===== src/rtl/pipeline_ctrl.sv =====
// Pipeline hazard/stall controller: load-use stalls, branch flushes, data-memory wait with timeout, external halt.
// Optional stall statistics counter (stall_cnt_out) is built only when PIPE_CTRL_PERF_EN is defined.
module pipeline_ctrl #(
  parameter int INDEX = 5,
  parameter int TMO_W = 8,
  parameter int CNT_W = 32
) (
  input  logic             clk_in,
  input  logic             rst_in,
  input  logic             idex_mem_read_in,
  input  logic [INDEX-1:0] idex_rd_in,
  input  logic [INDEX-1:0] ifid_rs1_in,
  input  logic [INDEX-1:0] ifid_rs2_in,
  input  logic             branch_taken_in,
  input  logic             dmem_req_in,
  input  logic             dmem_ready_in,
  input  logic             halt_in,
  input  logic             resume_in,
  output logic             pc_write_out,
  output logic             ifid_write_out,
  output logic             idex_write_out,
  output logic             exmem_write_out,
  output logic             ifid_flush_out,
  output logic             idex_flush_out,
  output logic             exmem_flush_out,
  output logic             memwb_flush_out,
  output logic             halted_out,
  output logic             timeout_out
`ifdef PIPE_CTRL_PERF_EN
  ,
  output logic [CNT_W-1:0] stall_cnt_out
`endif
);

  // state    | meaning
  // INIT     | one-cycle flush of every stage register after reset/resume
  // RUN      | normal flow; load-use stall and branch flush applied here
  // MEM_WAIT | all stages frozen until data memory is ready or timeout
  // HALT     | frozen until resume_in (without halt_in)
  typedef enum logic [1:0] {
    ST_INIT,
    ST_RUN,
    ST_MEM_WAIT,
    ST_HALT
  } state_t;

  localparam logic [TMO_W-1:0] TMO_LIMIT = '1;

  state_t           state_q, state_d;
  logic [TMO_W-1:0] tmo_cnt_q, tmo_cnt_d;
  logic             timeout_q, timeout_d;
  logic             load_use;

  assign load_use = idex_mem_read_in && (idex_rd_in != '0) &&
                    ((idex_rd_in == ifid_rs1_in) || (idex_rd_in == ifid_rs2_in));

  always_ff @(posedge clk_in or negedge rst_in) begin
    if (!rst_in) begin
      state_q   <= ST_INIT;
      tmo_cnt_q <= '0;
      timeout_q <= 1'b0;
    end else begin
      state_q   <= state_d;
      tmo_cnt_q <= tmo_cnt_d;
      timeout_q <= timeout_d;
    end
  end

  always_comb begin
    state_d         = state_q;
    tmo_cnt_d       = tmo_cnt_q;
    timeout_d       = timeout_q;
    pc_write_out    = 1'b0;
    ifid_write_out  = 1'b0;
    idex_write_out  = 1'b0;
    exmem_write_out = 1'b0;
    ifid_flush_out  = 1'b0;
    idex_flush_out  = 1'b0;
    exmem_flush_out = 1'b0;
    memwb_flush_out = 1'b0;
    halted_out      = 1'b0;

    case (state_q)
      ST_INIT: begin
        ifid_flush_out  = 1'b1;
        idex_flush_out  = 1'b1;
        exmem_flush_out = 1'b1;
        memwb_flush_out = 1'b1;
        tmo_cnt_d       = '0;
        state_d         = ST_RUN;
      end

      ST_RUN: begin
        if (halt_in) begin
          memwb_flush_out = 1'b1;
          state_d         = ST_HALT;
        end else if (dmem_req_in && !dmem_ready_in) begin
          memwb_flush_out = 1'b1;
          tmo_cnt_d       = TMO_W'(1);
          state_d         = ST_MEM_WAIT;
        end else begin
          pc_write_out    = 1'b1;
          ifid_write_out  = 1'b1;
          idex_write_out  = 1'b1;
          exmem_write_out = 1'b1;
          // A taken branch squashes the dependent instruction, so no stall is needed.
          if (branch_taken_in) begin
            ifid_flush_out = 1'b1;
            idex_flush_out = 1'b1;
          end else if (load_use) begin
            pc_write_out   = 1'b0;
            ifid_write_out = 1'b0;
            idex_flush_out = 1'b1;
          end
        end
      end

      ST_MEM_WAIT: begin
        if (halt_in) begin
          memwb_flush_out = 1'b1;
          state_d         = ST_HALT;
        end else if (dmem_ready_in) begin
          pc_write_out    = 1'b1;
          ifid_write_out  = 1'b1;
          idex_write_out  = 1'b1;
          exmem_write_out = 1'b1;
          state_d         = ST_RUN;
        end else begin
          memwb_flush_out = 1'b1;
          // The stall cycle in RUN counted as wait cycle 1, so the limit is hit one increment early.
          if (tmo_cnt_q >= TMO_LIMIT - 1'b1) begin
            tmo_cnt_d = TMO_LIMIT;
            timeout_d = 1'b1;
            state_d   = ST_HALT;
          end else begin
            tmo_cnt_d = tmo_cnt_q + 1'b1;
          end
        end
      end

      ST_HALT: begin
        memwb_flush_out = 1'b1;
        halted_out      = 1'b1;
        if (resume_in && !halt_in) begin
          timeout_d = 1'b0;
          state_d   = ST_INIT;
        end
      end

      default: begin
        ifid_flush_out  = 1'b1;
        idex_flush_out  = 1'b1;
        exmem_flush_out = 1'b1;
        memwb_flush_out = 1'b1;
        state_d         = ST_INIT;
      end
    endcase
  end

  assign timeout_out = timeout_q;

`ifdef PIPE_CTRL_PERF_EN
  logic [CNT_W-1:0] stall_cnt_q, stall_cnt_d;

  always_comb begin
    stall_cnt_d = stall_cnt_q;
    if ((state_q != ST_INIT) && !pc_write_out && (stall_cnt_q != '1)) begin
      stall_cnt_d = stall_cnt_q + 1'b1;
    end
  end

  always_ff @(posedge clk_in or negedge rst_in) begin
    if (!rst_in) begin
      stall_cnt_q <= '0;
    end else begin
      stall_cnt_q <= stall_cnt_d;
    end
  end

  assign stall_cnt_out = stall_cnt_q;
`endif

endmodule


===== config.mk =====
export PLATFORM = sky130hd
export DESIGN_NAME = pipeline_ctrl
export DESIGN_NICKNAME = d
export VERILOG_FILES = /design/src/rtl/pipeline_ctrl.sv
export SDC_FILE = /design/constraint.sdc
export NUM_CORES = 1
export LEC_CHECK = 0
export CAP_MARGIN = 20
export CORE_MARGIN = 2
export CORE_UTILIZATION = 50
export CTS_CLUSTER_SIZE = 12
export DETAILED_ROUTE_END_ITERATION = 16
export GPL_ROUTABILITY_DRIVEN = 0
export PLACE_DENSITY = 0.85
export SKIP_LAST_GASP = 1
export SLEW_MARGIN = 0
export SYNTH_ARGS = -nofsm -noshare
export SYNTH_HDL_FRONTEND = slang
export SYNTH_SLANG_ARGS = --single-unit

===== constraint.sdc =====
create_clock -name clk_in -period 4.2 [get_ports clk_in]
set_input_delay 1.26 -clock clk_in [delete_from_list [all_inputs] [get_ports clk_in]]
set_output_delay 1.26 -clock clk_in [all_outputs]
set_load 0.02 [all_outputs]

# [Word level (Yosys, flattened, before mapping)]
# Cells that the tools add are included.
# W data, S select, Z words.
[totals] register_bits=11 latchBits=0 mem_bits_rw=0 mem_bits_ro=0 input_bits=23 out_inout_bits=10 word_cells=77 mem_count=0
[op_classes] n_addsub=1 mul=0 div_mod_pow=0 order_cmp=1 n_eq_ne=13 n_shift=0 mux=44 bitwise=0 n_reduce_logical=15
[op_table] op="$mux W8" n=5
[op_table] op="$mux W1" n=25
[op_table] op="$pmux W8 S3" n=1
[op_table] op="$mux W2" n=6
[op_table] op="$ne A2 B2 Y1 const B" n=6
[op_table] op="$eq A5 B5 Y1" n=2
[op_table] op="$pmux W1 S2" n=5
[op_table] op="$reduce_and A5 Y1" n=2
[op_table] op="$add A8 B1 Y8 const B" n=1
[op_table] op="$ge A8 B8 Y1 const B" n=1
[op_table] op="$pmux W2 S4" n=1
[op_table] op="$reduce_bool A5 Y1" n=1
[op_table] op="$eq A2 B2 Y1 const B" n=2
[op_table] op="$logic_and A1 B1 Y1" n=4
[op_table] op="$ne A4 B4 Y1 const B" n=1
[op_table] op="$ne A3 B3 Y1 const B" n=1
[op_table] op="$pmux W1 S3" n=1
[op_table] op="$reduce_and A3 Y1" n=1
[op_table] op="$reduce_bool A3 Y1" n=1
[op_table] op="$eq A2 B1 Y1 const B" n=1
[op_table] op="$logic_not A1 Y1" n=2
[op_table] op="$logic_not A2 Y1" n=1
[op_table] op="$reduce_bool A2 Y1" n=1
[op_table] op="$reduce_or A2 Y1" n=1
[op_table] op="$logic_or A1 B1 Y1" n=1

# [Logic depth before layout (Yosys ltp)]
# Gate-level depths: netlist of run 1.
[depth] word_depth=8 depth_mapped=7 depth_no_buf=6

# [Worst setup path after synthesis of run 1]
# OpenSTA, ideal clock, no wires.
[synth_path] path_kind="input-to-output" start="input dmem_ready_in" end="output pc_write_out" t_arrival_ns=2.532 required_ns=2.940 slack_ns=0.408 stages=5 path_buffers=1 cell_sequence="inv_2 -> a211oi_4 -> o21a_1 -> o41a_1 -> buf_4"
[synth_via] elab_chain_cells=5 elab_cells_between_ends=7 cone_classes="5 x mux; 2 x reduce/logical"
[synth_lines] item="start, declared" line_no="16" rtl="input logic dmem_ready_in,"
[synth_lines] item="$logic_not A1 Y1" line_no="97" rtl="end else if (dmem_req_in && !dmem_ready_in) begin"
[synth_lines] item="$logic_and A1 B1 Y1" line_no="97"
[synth_lines] item="$mux W1 (2 in a row)"
[synth_lines] item="$pmux W1 S2 *"
[synth_lines] item="end, declared" line_no="19" rtl="output logic pc_write_out,"
# Mark *: on every way between the ends. The rest lies on a longest branch, timed or not.

# [Final worst setup path of run 1]
[layout_path] start="input idex_rd_in[3]" end="output idex_flush_out"
[layout_via] elab_chain_cells=8 elab_cells_between_ends=11 cone_classes="2 x eq/ne; 5 x mux; 4 x reduce/logical"
[layout_lines] item="start, declared" line_no="11" rtl="input logic [INDEX-1:0] idex_rd_in,"
[layout_lines] item="$eq A5 B5 Y1 / $reduce_bool A5 Y1 (equally long branches)" line_no="55, 54"
[layout_lines] item="$logic_or A1 B1 Y1 / $logic_and A1 B1 Y1 (equally long branches)" line_no="55, 54"
[layout_lines] item="$logic_and A1 B1 Y1 *" line_no="54" rtl="assign load_use = idex_mem_read_in && (idex_rd_in != '0) &&"
[layout_lines] item="$mux W1 *" line_no="110" rtl="end else if (load_use) begin"
[layout_lines] item="$mux W1 *" line_no="107" rtl="if (branch_taken_in) begin"
[layout_lines] item="$mux W1 *" line_no="97"
[layout_lines] item="$mux W1 *" line_no="94" rtl="if (halt_in) begin"
[layout_lines] item="$pmux W1 S2 *" line_no="83" rtl="case (state_q)"
[layout_lines] item="end, declared" line_no="24" rtl="output logic idex_flush_out,"
# Marked as above.

==> results of run 1 <==
## path summary, 6_finish.rpt
kind                          startpoint        endpoint  slack, ns
setup / recovery           idex_rd_in[3]  idex_flush_out       0.03
hold / removal               timeout_out     timeout_out       0.55
min in group asynchronous         rst_in    tmo_cnt_q[2]       1.32
hold reg to reg              timeout_out     timeout_out       0.55
setup reg to reg              state_q[0]    tmo_cnt_q[6]       1.96
max in group asynchronous         rst_in    tmo_cnt_q[4]       2.55
## metrics by stage
stage	hold slack (ns)	instances	setup TNS, ns	total power [uW]	cell area, um^2
after floorplan	0.5002	116	0	482.5	1050
after global placement	0.5276	178	-0.8027	632.4	1428
after detailed placement	0.5306	178	-0.9260	652.2	1428
after CTS	0.5469	182	-0.05746	716.2	1448
after global routing	0.5763	182	-0.008223	763.2	1454
final	0.5466	182	0	713.0	1454
## layout by cell type, fill, tap and decap left out, types with 5 or more instances in the layout
cell	instances
inv_1	8
xor2_1	10
a22o_1	5
o21ai_1	5
o21ai_0	8
nor2_1	8
dfrtp_1	11
ha_1	6
clkdlybuf4s50_1	23
dlygate4sd2_1	5
buf_4	8
## metal layers
| layer | share of wire, % | GRT usage, % |
|---|---|---|
| met5 | 0 | 0 |
| met4 | 2.3 | 12.04 |
| met3 | 6.2 | 3.333 |
| met2 | 49 | 42.00 |
| met1 | 42 | 28.79 |
## cell type report
| class | count | area (um^2) | share of cell area [%] |
|---|---|---|---|
| Multi-Input combinational cell | 90 | 705.7 | 48.54 |
| Timing Repair Buffer | 40 | 375.4 | 25.82 |
| Sequential cell | 11 | 275.3 | 18.93 |
| Inverter | 10 | 37.54 | 2.582 |
| Tap cell | 27 | 33.78 | 2.324 |
| Clock buffer | 4 | 26.28 | 1.807 |
## Yosys cell counts (2+ instances only)
| master | instances |
|---|---|
| dfrtp_1 | 11 |
| xor2_1 | 10 |
| o21ai_0 | 9 |
| inv_1 | 8 |
| nor2_1 | 8 |
| ha_1 | 6 |
| a22o_1 | 5 |
| a21oi_1 | 4 |
| nand2_1 | 4 |
| nand3_1 | 4 |
| o21ai_1 | 4 |
| and3_1 | 3 |
| a2111oi_4 | 2 |
| a21o_1 | 2 |
| a22oi_1 | 2 |
| buf_2 | 2 |
| buf_4 | 2 |
| inv_2 | 2 |
| nor3_1 | 2 |
| o211ai_1 | 2 |
| o22ai_1 | 2 |
## worst reg2reg max path, delay by kind of cell, from the launching register on
| kind | cells | cell delay, ns |
|---|---|---|
| buffers and inverters | 1 | 0.17 |
| AO/OA/AOI/OAI | 2 | 0.26 |
| flip-flops | 1 | 0.43 |
| AND/OR/NAND/NOR | 2 | 0.95 |
| adder cells (fa/ha/maj) | 1 | 0.37 |
## flip-flops by register name, indices dropped and copies added, names as in the netlist
name / count
state_q: 2
tmo_cnt_q: 8
timeout_out: 1
## cell families after synthesis
kind of cell / Yosys count / synth area share, %
AOI/OAI and AO/OA: 45 / 35.64
and+or+nand+nor: 28 / 14.54
buffers and inverters: 15 / 7.032
DFF: 11 / 26.22
xor gates and xnor gates: 10 / 8.343
adders and majority gates: 6 / 7.151
muxes: 1 / 1.073
## power by group
| part | total (uW) | switching, uW | internal (uW) |
|---|---|---|---|
| logic | 486 | 259 | 227 |
| clock network | 73.5 | 36.8 | 36.8 |
| registers | 153 | 26.3 | 127 |
| total | 713 | 322 | 391 |
## timing repair
| item | CTS | global route |
|---|---|---|
| endpoints found under the setup margin | 5 | 3 |
| gates resized for setup | 9 | 6 |
| pin swaps | 1 | 1 |
==> flow_summary.yaml, run 1 <==
run_status:
  outcome: "finished, final reports clean"
cts:
  ctsHoldBuffers: 0
  clock_latency_ns: 0.27
  clock_path_buffers: 2
  cts_root_buf: "clkbuf_4"
  cts_setup_buffers: 0
  path_clk_slew_ns: 0.07
  htreeDepth: 1
  cts_buffers: 3
  cts_tree: "built"
  cts.sinks: 11
die:
  fp.dieH_um: 49.82
  ios: 33
  coreArea_um2: 1962
  dieArea_um2: 2482
  fp.dieW_um: 49.82
  initial_utilization_pct: 53.51
  rows: 16
timing:
  rsz0062_at_grt: "true"
  setup_viol_count_final: 0
  final_max_slew_viol_count: 0
  fmax_ghz: 0.2399
  post-route-period-util_pct: 99.25
  tightest_slew_ns: 0.5669
  hold_viol: 0
  worst_clock_skew_ns: 0.002072
  period_minus_slack_ns: 4.168
  fin_ws_ns: 0.03169
  max_slew_margin_pct: 62.04
global_routing:
  grt_pass1_wl_um: 4629
  grt_max_degree: 12
  grt_pass1_vias: 1079
  grt_usage_pct: 24.14
  grt-ovfl-total: 0
  antenna_found_initial: 0
setup_path:
  startpoint_type: "primary input"
  r2r_cells: 6
  crit_buf_inv: 2
  crit_path_end_kind: "output port"
  crit_family: "buffers and inverters"
  cp.required_ns: 2.94
  crit_chain: "clkdlybuf4s50_1 -> or4_1 -> o211ai_1 -> o21bai_1 -> dlygate4sd2_1"
  crit_fanout: 3
  path_class: "primary input to output port"
  cp_slowest_stage_delay_ns: 0.57
  crit_arrival_ns: 2.91
  cp_slowest_cell: "or4_1"
  cp.depth: 5
detailed_routing:
  drtIter0Drc: 22
  viasPerCell: 5.830
  drc: 0
  final_antenna_net_count: 0
  first_pass_iters: 6
  wire_per_inst_um: 14.92
  vias: 1061
  routed_wl_um: 2715
place:
  portBuffers: 32
  hpwl_um: 2215
  dp_slack_ns: -0.3181
synth:
  async_flop_share_pct: 100.0
  synth_seq_cells: 11
  netlist_instances: 116
  syn_nets: 145
  yosys_warnings: 0
  synth_edf_count: 0
  synth_area_leaders: "dfrtp_1 (26%), xor2_1 (8.3%), ha_1 (7.2%), a2111oi_4 (5.2%), o21ai_0 (4.3%)"
  synth_area_um2: 1050
  synth_flop_cell: "dfrtp_1"
  ys_types: 43
  synth_top_area_share_pct: 26.22
  syn_area_per_cell_um2: 9.050
  yosys.area.top_type: "dfrtp_1"
  yosysSeqAreaShare_pct: 26.22
cells_and_area:
  area_delta_synth_final_pct: 38.50
  post_route_cells_drive_above_1_share_pct: 16.13
  post-route-util_pct: 74.11
  nets: 185
  insertedDiodeCount: 0
  fillers: 157
pwr:
  vdd_drop_max_v: 0.0005232
  leakage_uw: 0.0006633
  p_per_area_nw_per_um2: 490.4
worst_hold_path:
  hold_path_class: "flip-flop to flip-flop"
  hold_depth: 2
flow_run:
  maxCapViolations: 0
Note: power is estimated with default switching activity, not from simulation.
==> run 2: changes to the inputs <==
- CORE_UTILIZATION: 50 -> 46
- PLACE_DENSITY: 0.85 -> 0.79
- clock period: 4.2 -> 4.6 ns (I/O delays scaled with it)
==> flow_summary.yaml, run 2 (synthesized netlist as in run 1, its figures left out) <==
global_routing:
  gr-max-usage-layer: "met2"
  grt_max_degree: 12
  grtUsageMet3_pct: 3.448
  grt_usage_pct: 22.30
  antenna_found_initial: 0
  grt_pass1_wl_um: 4554
  grt-ovfl-total: 0
  met2_usage_pct: 39.53
  grt_pass1_vias: 1048
  grt_util_met1_pct: 26.24
run_status:
  outcome: "finished, final reports clean"
cells_and_area:
  largest_register_ffs: 8
  mostFrequentLayoutCell: "clkdlybuf4s50_1"
  insertedDiodeCount: 0
  nets: 185
  regMostFlops: "tmo_cnt_q"
  fillers: 172
  area_delta_synth_final_pct: 39.21
  final_cell_mix: "clkdlybuf4s50_1 (27), dfrtp_1 (11), xor2_1 (10)"
  post_route_cells_drive_above_1_share_pct: 14.84
  post-route-util_pct: 66.70
die:
  fp.dieW_um: 51.77
  rows: 17
  initial_utilization_pct: 47.92
  dieArea_um2: 2680
  ios: 33
  coreArea_um2: 2191
  fp.dieH_um: 51.77
cts:
  clock_path_buffers: 2
  cts_setup_buffers: 0
  cts_root_buf: "clkbuf_4"
  cts.sinks: 11
  path_clk_slew_ns: 0.07
  clock_latency_ns: 0.28
  cts_tree: "built"
  cts_buffers: 3
  ctsHoldBuffers: 0
  htreeDepth: 1
setup_path:
  crit_path_end_kind: "output port"
  cp_slowest_cell: "clkdlybuf4s50_1"
  startpoint_type: "primary input"
  crit_family: "buffers and inverters"
  cp_slowest_stage_delay_ns: 0.46
  crit_arrival_ns: 3.12
  crit_fanout: 3
  crit_buf_inv: 2
  path_class: "primary input to output port"
  cp.required_ns: 3.22
  crit_chain: "clkdlybuf4s50_1 -> xor2_1 -> nor3_1 -> a22oi_1 -> o41a_1 -> dlygate4sd2_1"
detailed_routing:
  final_antenna_net_count: 0
  first_pass_iters: 4
  viasPerCell: 5.727
  drc: 0
  drtIter0Drc: 8
  routed_wl_um: 2676
  vias: 1048
  wire_per_inst_um: 14.62
timing:
  period_minus_slack_ns: 4.503
  rsz0062_at_grt: "false"
  worst_clock_skew_ns: 0.003868
  tightest_slew_ns: 0.5581
  setup_viol_count_final: 0
  fin_hold_ws_ns: 0.5635
  fmax_ghz: 0.2221
  post-route-period-util_pct: 97.89
  final_max_slew_viol_count: 0
  max_slew_margin_pct: 62.63
  hold_viol: 0
place:
  hpwl_um: 2147
  portBuffers: 32
flow_run:
  maxCapViolations: 0
pwr:
  vdd_drop_max_v: 0.0003894
  p_per_area_nw_per_um2: 449.2
  leakage_uw: 0.0006709
worst_hold_path:
  hold_path_class: "flip-flop to flip-flop"
[run 2: layout make-up]
class                   instances  area (um^2)  share of cell area (%)
clock buffers                   4        26.28                   1.798
inverters                      10        37.54                   2.568
multi-input cells              90        705.7                   48.29
flip-flops and latches         11        275.3                   18.84
well taps                      28        35.03                   2.397
repair buffers                 40        381.6                   26.11
[run 2: repair_timing]
action,in CTS,in global routing
setup endpoints to repair,3,4
endpoints found under the hold margin,0,0
gates resized for setup,3,3
pin swaps,0,0
[run 2: final timing paths]
path	startpoint	to	slack (ns)	cells past startpoint
max	idex_rd_in[3]	ifid_write_out	0.1	6
min	tmo_cnt_q[6]	tmo_cnt_q[6]	0.56	1
max reg2reg	state_q[0]	tmo_cnt_q[6]	2.36	6
min reg2reg	tmo_cnt_q[6]	tmo_cnt_q[6]	0.56	1
max in group asynchronous	rst_in	timeout_out	2.85	1
min in group asynchronous	rst_in	tmo_cnt_q[4]	1.43	1
[run 2: worst reg2reg max path: stages (launching register included)]
cell	delay [ns]
dfrtp_1	0.43
inv_1	0.16
ha_1	0.37
nor3b_2	0.55
and3_1	0.40
a21bo_1	0.16
a22o_1	0.11
[run 2: layer usage]
layer | part of all wire (%) | wire (um) | vias up
met3 | 5.5 | 147 | 9
met5 | 0 | 0 | -
met1 | 43 | 1160 | 497
li1 | - | - | 507
met2 | 49 | 1298 | 35
met4 | 2.6 | 69 | 0
[run 2: through the flow]
stage	setup TNS, ns	total power, uW	std cells	area, um^2	setup WS (ns)
final	0	656.4	183	1461	0.09705
after global routing	0	706.4	183	1461	0.004678
after CTS	0	660.1	183	1451	0.06960
after detailed placement	-0.2683	596.5	179	1429	-0.1309
after global placement	-0.2451	583.8	179	1429	-0.1238
after floorplan	0	440.5	116	1050	0.5680
[run 2: power breakdown]
| group | switching (uW) | total [uW] | internal (uW) |
|---|---|---|---|
| clock network | 34.4 | 68.1 | 33.7 |
| logic | 235 | 447 | 212 |
| registers | 25.5 | 142 | 116 |
==> run 3: changes to the inputs <==
- CORE_MARGIN: 2 -> not set
- GPL_ROUTABILITY_DRIVEN: 0 -> not set
==> flow_summary.yaml, run 3 (synthesized netlist as in run 1, its figures left out) <==
place:
  hpwl_um: 2169
  dp_slack_ns: -0.1505
  dp.cells: 177
  portBuffers: 32
  finalWeightedCongestion: 0.8440
cts:
  ctsHoldBuffers: 0
  htreeDepth: 1
  cts_tree: "built"
  cts.sinks: 11
  clock_path_buffers: 2
  clock_latency_ns: 0.27
  path_clk_slew_ns: 0.06
  cts_buffers: 3
  cts_root_buf: "clkbuf_4"
cells_and_area:
  mostFrequentLayoutCell: "clkdlybuf4s50_1"
  post-route-util_pct: 69.96
  stdcell_count: 181
  insertedDiodeCount: 0
  area_delta_synth_final_pct: 37.43
  nets: 184
  final_cell_mix: "clkdlybuf4s50_1 (29), dfrtp_1 (11), xor2_1 (10)"
  largest_register_ffs: 8
  regMostFlops: "tmo_cnt_q"
  fillers: 159
  post_route_cells_drive_above_1_share_pct: 13.64
setup_path:
  r2r-start: "state_q[0]"
  crit_arrival_ns: 3.14
  startpoint_type: "primary input"
  cp.required_ns: 3.22
  r2r_slack_ns: 2.40
  path_class: "primary input to output port"
  r2r_cells: 6
  cp-startpoint: "dmem_ready_in"
  crit_top_cell: "clkdlybuf4s50_1"
  crit_path_end_kind: "output port"
  crit_fanout: 4
  cp_slowest_stage_delay_ns: 0.60
  crit_chain: "clkdlybuf4s50_1 -> inv_2 -> a211oi_4 -> o21a_1 -> buf_4 -> clkdlybuf4s50_1"
  cp_slowest_cell: "clkdlybuf4s50_1"
  critPathCapture: "idex_write_out"
  r2r-end: "tmo_cnt_q[6]"
flow_run:
  maxCapViolations: 0
pwr:
  seqPwrFrac_pct: 21.7
  power.switching_uw: 293.9
  netSwitchingFraction_pct: 44.81
  comb_power_share_pct: 68.3
  p_total_uw: 655.9
  internal-power_uw: 362.0
  leakage_uw: 0.0006306
  vdd_drop_max_v: 0.0003401
  p_per_area_nw_per_um2: 454.6
  p_clk_share_pct: 10.0
global_routing:
  grt_max_degree: 12
  antenna_found_initial: 0
  grt_pass1_wl_um: 4560
  grt_pass1_vias: 1060
  grt_usage_pct: 23.76
  grt-ovfl-total: 0
die:
  dieArea_um2: 2477
  rows: 16
  fp.dieW_um: 49.77
  fp.dieH_um: 49.77
  ios: 33
  initial_utilization_pct: 50.91
  coreArea_um2: 2062
run_status:
  outcome: "finished, final reports clean"
timing:
  finalSetupTns_ns: 0
  hold_viol: 0
  final_max_slew_viol_count: 0
  fmax_ghz: 0.2214
  max_slew_margin_pct: 63.48
  fin_ws_ns: 0.08414
  rsz0062_at_grt: "false"
  period_minus_slack_ns: 4.516
  setup_viol_count_final: 0
  post-route-period-util_pct: 98.17
  tightest_slew_ns: 0.5455
  worst_clock_skew_ns: 0.009175
detailed_routing:
  final_antenna_net_count: 0
  first_pass_iters: 4
  drtIter0Drc: 37
  drc: 0
  vias: 1038
  routed_wl_um: 2694
  viasPerCell: 5.735
  wire_per_inst_um: 14.88
worst_hold_path:
  hold_path_class: "flip-flop to flip-flop"
[run 3: cell types whose count changed in the layout (fill, tap and decap cells not counted), sizes merged]
| cell | delta |
|---|---|
| dlymetal6s2s | -2 |
| clkdlybuf4s50 | +2 |
| buf | -1 |
[run 3: cell type report]
cell class / instances / area [um^2] / share of cell area [%]
clock buffers: 4 / 26.28 / 1.821
flip-flops and latches: 11 / 275.3 / 19.08
inverters: 10 / 37.54 / 2.602
well taps: 27 / 33.78 / 2.342
repair buffers: 39 / 369.1 / 25.59
multi-input cells: 90 / 700.7 / 48.57
[run 3: per-layer routing]
metal	global-route usage, %	part of all wire [%]	wire length (um)	up-vias
met1	28.17	43	1171	481
met2	40.32	50	1342	47
li1	-	-	-	506
met3	4.938	5.8	155	4
met4	11.43	0.93	25	0
met5	0	0	0	-
[run 3: power by group through the flow]
stage | clock network [uW] | logic [uW] | registers (uW)
3_3_place_gp | 0 | 443 | 140
4_1_cts | 66.6 | 446 | 141
2_1_floorplan | 0 | 301 | 140
5_1_grt | 72.7 | 483 | 145
6_report | 65.9 | 448 | 142
3_5_place_dp | 0 | 453 | 142
[run 3: what timing repair did]
item	4_1_cts	5_1_grt
setup endpoints to repair	3	0
gates resized for setup	3	0
setup buffers	0	0
[run 3: metrics by stage]
stage / cell area (um^2) / hold slack, ns
6_report: 1443 / 0.5579
2_1_floorplan: 1050 / 0.5002
5_1_grt: 1443 / 0.5870
4_1_cts: 1443 / 0.5576
3_5_place_dp: 1420 / 0.5413
3_3_place_gp: 1420 / 0.5283
[run 3: critical path, delay by kind of cell]
kind,cells,cell delay (ns)
compound gates,2,0.49
buf+inv,4,1.26
[run 3: worst min-delay path by stage]
stage	end	slack, ns	from	cells after the start
detailed placement	tmo_cnt_q[6]	0.54	tmo_cnt_q[6]	1
floorplan	tmo_cnt_q[6]	0.50	tmo_cnt_q[6]	1
global placement	tmo_cnt_q[6]	0.53	tmo_cnt_q[6]	1
finish	tmo_cnt_q[6]	0.56	tmo_cnt_q[6]	1
global route	tmo_cnt_q[6]	0.59	tmo_cnt_q[6]	1
CTS	tmo_cnt_q[6]	0.56	tmo_cnt_q[6]	1
